[config.mk]
export PLATFORM = sky130hd
export DESIGN_NAME = instr_encoder
export DESIGN_NICKNAME = d
export VERILOG_FILES = /design/src/rtl/instr_encoder.sv
export SDC_FILE = /design/constraint.sdc
export NUM_CORES = 1
export LEC_CHECK = 0
export ABC_CLOCK_PERIOD_IN_PS = 5200
export BUFFER_PORTS_ARGS = -buffer_cell sky130_fd_sc_hd__buf_4
export CELL_PAD_IN_SITES_DETAIL_PLACEMENT = 1
export CELL_PAD_IN_SITES_GLOBAL_PLACEMENT = 1
export CORE_MARGIN = 5
export CORE_UTILIZATION = 35
export CTS_CLUSTER_SIZE = 10
export DETAILED_ROUTE_END_ITERATION = 8
export PLACE_DENSITY = 0.63
export SLEW_MARGIN = 20
export SYNTH_ARGS = -nofsm -noshare
export SYNTH_HDL_FRONTEND = slang
export SYNTH_SLANG_ARGS = --single-unit
[constraint.sdc]
create_clock -name clk_i -period 5.2 [get_ports clk_i]
set_input_delay 0.78 -clock clk_i [delete_from_list [all_inputs] [get_ports clk_i]]
set_output_delay 0.78 -clock clk_i [all_outputs]
set_load 0.02 [all_outputs]
[src/rtl/instr_encoder.sv]
// instr_encoder: packs R/I-type fields into RV32I words and streams them to IMEM through a small FIFO.
// Optional macro ENC_NOP_PAD_EN pads each session with NOPs up to a multiple of four words.
`default_nettype none

module instr_encoder #(
  parameter int FIFO_DEPTH = 4,
  parameter int IMEM_WORDS = 256
) (
  input  logic        clk_i,
  input  logic        rst_i,
  input  logic        start_i,
  input  logic        req_valid_i,
  output logic        req_ready_o,
  input  logic        type_i,
  input  logic [6:0]  funct7_i,
  input  logic [2:0]  funct3_i,
  input  logic [4:0]  rd_i,
  input  logic [4:0]  rs1_i,
  input  logic [4:0]  rs2_i,
  input  logic [11:0] imm_i,
  input  logic        last_i,
  output logic        mem_we_o,
  input  logic        mem_ready_i,
  output logic [31:0] mem_addr_o,
  output logic [31:0] mem_data_o,
  output logic        busy_o,
  output logic        done_o,
  output logic        wrap_o,
  output logic [15:0] count_o
);

  localparam int          AW        = $clog2(FIFO_DEPTH);
  localparam logic [31:0] ADDR_LAST = 32'(IMEM_WORDS * 4 - 4);
  localparam logic [6:0]  OP_R      = 7'b0110011;
  localparam logic [6:0]  OP_I      = 7'b0010011;
  localparam logic [31:0] NOP_WORD  = 32'h0000_0013;

  typedef enum logic [1:0] {
    IDLE  = 2'd0,
    LOAD  = 2'd1,
    DRAIN = 2'd2,
    DONE  = 2'd3
  } state_t;

  state_t      state;
  state_t      state_nxt;
  logic [31:0] fifo_mem [FIFO_DEPTH];
  logic [AW:0] wr_ptr;
  logic [AW:0] rd_ptr;
  logic        fifo_empty;
  logic        fifo_full;
  logic        push;
  logic        pop;
  logic        active;
  logic        pad_pending;
  logic        word_valid;
  logic [31:0] enc_word;
  logic [31:0] out_word;
  logic [31:0] addr;
  logic [15:0] count;
  logic        wrap;

  assign fifo_empty = (wr_ptr == rd_ptr);
  assign fifo_full  = (wr_ptr[AW] != rd_ptr[AW]) && (wr_ptr[AW-1:0] == rd_ptr[AW-1:0]);
  assign active     = (state == LOAD) || (state == DRAIN);

  always_comb begin
    enc_word = {funct7_i, rs2_i, rs1_i, funct3_i, rd_i, OP_R};
    if (type_i) begin
      enc_word = {imm_i, rs1_i, funct3_i, rd_i, OP_I};
    end
  end

`ifdef ENC_NOP_PAD_EN
  // Once the buffer drains, keep issuing NOPs until the word count is a multiple of four.
  assign pad_pending = (count[1:0] != 2'd0);
  assign word_valid  = !fifo_empty || ((state == DRAIN) && pad_pending);
  assign out_word    = fifo_empty ? NOP_WORD : fifo_mem[rd_ptr[AW-1:0]];
`else
  assign pad_pending = 1'b0;
  assign word_valid  = !fifo_empty;
  assign out_word    = fifo_mem[rd_ptr[AW-1:0]];
`endif

  // No pass-through: a full FIFO refuses requests even while a pop is in flight.
  assign req_ready_o = (state == LOAD) && !fifo_full;
  assign push        = req_valid_i && req_ready_o;
  assign mem_we_o    = active && word_valid;
  assign pop         = mem_we_o && mem_ready_i;
  assign mem_data_o  = mem_we_o ? out_word : 32'd0;
  assign mem_addr_o  = addr;
  assign count_o     = count;
  assign wrap_o      = wrap;
  assign busy_o      = (state != IDLE);
  assign done_o      = (state == DONE);

  always_ff @(posedge clk_i) begin
    if (push) begin
      fifo_mem[wr_ptr[AW-1:0]] <= enc_word;
    end
  end

  always_ff @(posedge clk_i) begin
    if (rst_i) begin
      wr_ptr <= '0;
      rd_ptr <= '0;
    end else begin
      if (push) begin
        wr_ptr <= wr_ptr + 1'b1;
      end
      if (pop && !fifo_empty) begin
        rd_ptr <= rd_ptr + 1'b1;
      end
    end
  end

  always_ff @(posedge clk_i) begin
    if (rst_i) begin
      addr  <= 32'd0;
      count <= 16'd0;
      wrap  <= 1'b0;
    end else if ((state == IDLE) && start_i) begin
      addr  <= 32'd0;
      count <= 16'd0;
      wrap  <= 1'b0;
    end else if (pop) begin
      count <= count + 16'd1;
      if (addr == ADDR_LAST) begin
        addr <= 32'd0;
        wrap <= 1'b1;
      end else begin
        addr <= addr + 32'd4;
      end
    end
  end

  always_ff @(posedge clk_i) begin
    if (rst_i) begin
      state <= IDLE;
    end else begin
      state <= state_nxt;
    end
  end

  always_comb begin
    state_nxt = state;
    case (state)
      IDLE:    if (start_i) state_nxt = LOAD;
      LOAD:    if (push && last_i) state_nxt = DRAIN;
      DRAIN:   if (fifo_empty && !pad_pending) state_nxt = DONE;
      DONE:    state_nxt = IDLE;
      default: state_nxt = IDLE;
    endcase
  end

endmodule

`default_nettype wire

==> impl_metrics.yaml <==
run_status:
  status: "finished, final reports clean"
pwr:
  p_per_area_nw_per_um2: 381
  power_frac_seq: 0.434
  leakagePower_uw: 0.00318
  power.switching_uw: 907
  ir_drop_v: 0.000245
  power.internal_uw: 2480
  combPwrFrac: 0.163
  pwr-share-clk: 0.403
  finalPower_uw: 3390
  p_sw_frac: 0.268
drt:
  first_iter_violations: 237
  drc_errors: 0
  met1_length_um: 7370
  wl_met3_um: 923
  antenna_left: 0
  routed_wl_um: 16600
  firstDrtPassIters: 4
  viasPerCell: 4.88
  num_vias: 4456
  wire_per_inst_um: 18.1
  top_layer: "met4"
  wl_met2_um: 8140
cts:
  numCtsBuffers: 17
  cts_buffer_depth: 2
  h-tree-depth: 4
  holdBufCountCts: 0
  clkSinkCount: 161
  cts_tree: "done"
  postCtsSetupBuffers: 0
  clk-insertion-delay-late_ns: 0.43
  path_clk_slew_ns: 0.06
  cts-root-buf: "clkbuf_16"
  cts_resized: 0
floorplanning:
  core_region_area_um2: 20100
  die_area_um2: 23200
  initial_utilization: 0.353
  row_count: 52
  ioPinCount: 129
  die_h_um: 152
  die_w_um: 152
worst_setup_path:
  cp_slowest_stage_delay_ns: 0.96
  arrival_ns: 2.32
  slowest_stage: "dfxtp_2"
  r2r-end: "count_o[9]"
  r2r_slack_ns: 2.70
  cp_max_fo: 26
  worst_ep_required_time_ns: 4.42
  cp_cell_sequence: "mux4_2 -> nor2b_1 -> buf_4"
  cp-end-kind: "output pin"
  start_kind: "flop"
  r2r-start: "state[1]"
  path_class: "flop to output pin"
  rr_worst_depth: 7
  crit_end: "mem_data_o[20]"
timing:
  hold_violations: 0
  tightestPinTransition_ns: 0.959
  rsz0062_at_grt: "no"
  fin_crit_sh: 0.595
  relSlewSlack: 0.361
  setup_viol: 0
  fmax_ghz: 0.323
  final_max_slew_viol_count: 0
  finClkSkew_ns: 0.0109
  layout_min_cycle_time_ns: 3.10
  fin_setup_tns_ns: 0
cells_and_area:
  area.growth.synth_to_final_pct: 25.3
  nNetsFinal: 687
  fin_util: 0.442
  diodes: 0
  drive_above_1_share: 0.357
  fill_cells: 2082
yosys:
  synth_area_um2: 7100
  yosys_warnings: 0
  yosysMostFrequentCell: "edfxtp_1"
  yosys.area.top_type: "edfxtp_1"
  synth-async-reset-ratio: 0
  synth_seq_area_share: 0.601
  synth_top_area_frac: 0.440
  synth_edf_count: 104
  synth_common_cells: "edfxtp_1, dfxtp_1, nor2_1"
  synth_area_per_cell_um2: 14.0
  synth_cell_types: 52
  ys.flop_type: "edfxtp_1"
  ys_ff_latch: 161
  postSynthCellCount: 507
  synth_area_leaders: "edfxtp_1, dfxtp_1, mux4_2"
global_routing:
  grt_max_degree: 31
  grt_pass1_wl_um: 27300
  grt_util_all_layers: 0.147
  antenna_found_initial: 0
  grt_overflow: 0
  grt_pass1_vias: 5013
job:
  drv_cap: 0
placed_design:
  numPortBuffers: 123
  hpwlAfterDp_um: 11200
  place_congestion: 0.788
worst_hold_path:
  hold_path_class: "flop to flop"
-- metal layers --
layer,vias to the layer above,global-route usage
met1,2229,0.188
met4,0,0.0488
met2,114,0.242
li1,2102,-
met5,-,0
met3,11,0.0435
-- cells in the final DEF (no fill, tap or decap), types with 17 or more instances in the layout --
cell type,netlist,routed
edfxtp_1,104,104
nor2b_1,26,26
clkbuf_16,0,17
nor2_1,55,55
mux4_2,26,26
nand3_1,19,19
xor2_1,24,24
dfxtp_1,57,56
buf_4,11,131
xnor2_1,24,24
-- critical path, delay by kind of cell (launching register included) --
family                 cells  cell delay (ns)
buffers and inverters      1             0.17
flip-flops                 1             0.96
AND/OR/NAND/NOR            1             0.15
multiplexers               1             0.61
-- cell type report --
| cell class | instances | area (um2) | area share |
|---|---|---|---|
| Timing Repair Buffer | 131 | 983 | 0.111 |
| Clock buffer | 17 | 425 | 0.0479 |
| Sequential cell | 161 | 4270 | 0.480 |
| Tap cell | 270 | 338 | 0.0380 |
| Inverter | 10 | 37.5 | 0.00422 |
| Clock inverter | 15 | 224 | 0.0252 |
| Multi-Input combinational cell | 310 | 2620 | 0.294 |
-- metrics by stage --
step | cells | worst slack [ns] | hold slack (ns) | instance area (um2)
floorplan | 511 | 2.64 | 0.518 | 7110
CTS | 914 | 1.99 | 0.518 | 8890
global route | 914 | 1.89 | 0.539 | 8890
global placement | 882 | 2.43 | 0.501 | 8240
detailed placement | 882 | 2.46 | 0.505 | 8240
finish | 914 | 2.10 | 0.516 | 8890
-- power groups by stage --
stage	logic, uW	clock network (uW)	registers [uW]
6_report	552	1370	1470
5_1_grt	602	1460	1480
4_1_cts	568	1400	1470
3_5_place_dp	565	0	1500
3_3_place_gp	552	0	1500
2_1_floorplan	398	0	1480
-- cells by family (layout without fill, tap and decap cells) --
group | count (synthesis) | in the layout | synth area share
and+or+nand+nor | 184 | 184 | 0.149
DFF | 161 | 161 | 0.601
xor gates and xnor gates | 51 | 51 | 0.0661
muxes | 43 | 43 | 0.109
buffers and inverters | 40 | 173 | 0.0326
AOI/OAI and AO/OA | 15 | 15 | 0.0208
adders and majority gates | 12 | 12 | 0.0212
other | 1 | 5 | 0.000528
-- state kept, by name, summed over array words and instances, names as in the netlist, named ones only --
signal / count
count_o: 16
fifo_mem: 104
mem_addr_o: 30
rd_ptr: 3
state: 2
wr_ptr: 3
wrap_o: 1
-- how the worst min path moves through the flow --
stage	from	end	slack, ns	depth (start not counted)
2_1_floorplan	state[1]	state[1]	0.52	2
3_3_place_gp	wrap_o	wrap_o	0.50	2
3_5_place_dp	wrap_o	wrap_o	0.51	2
4_1_cts	wrap_o	wrap_o	0.52	2
5_1_grt	rs1_i[2]	fifo_mem[1][17]	0.54	1
6_report	wrap_o	wrap_o	0.52	2
No activity file was read; power rests on OpenSTA's default activity.
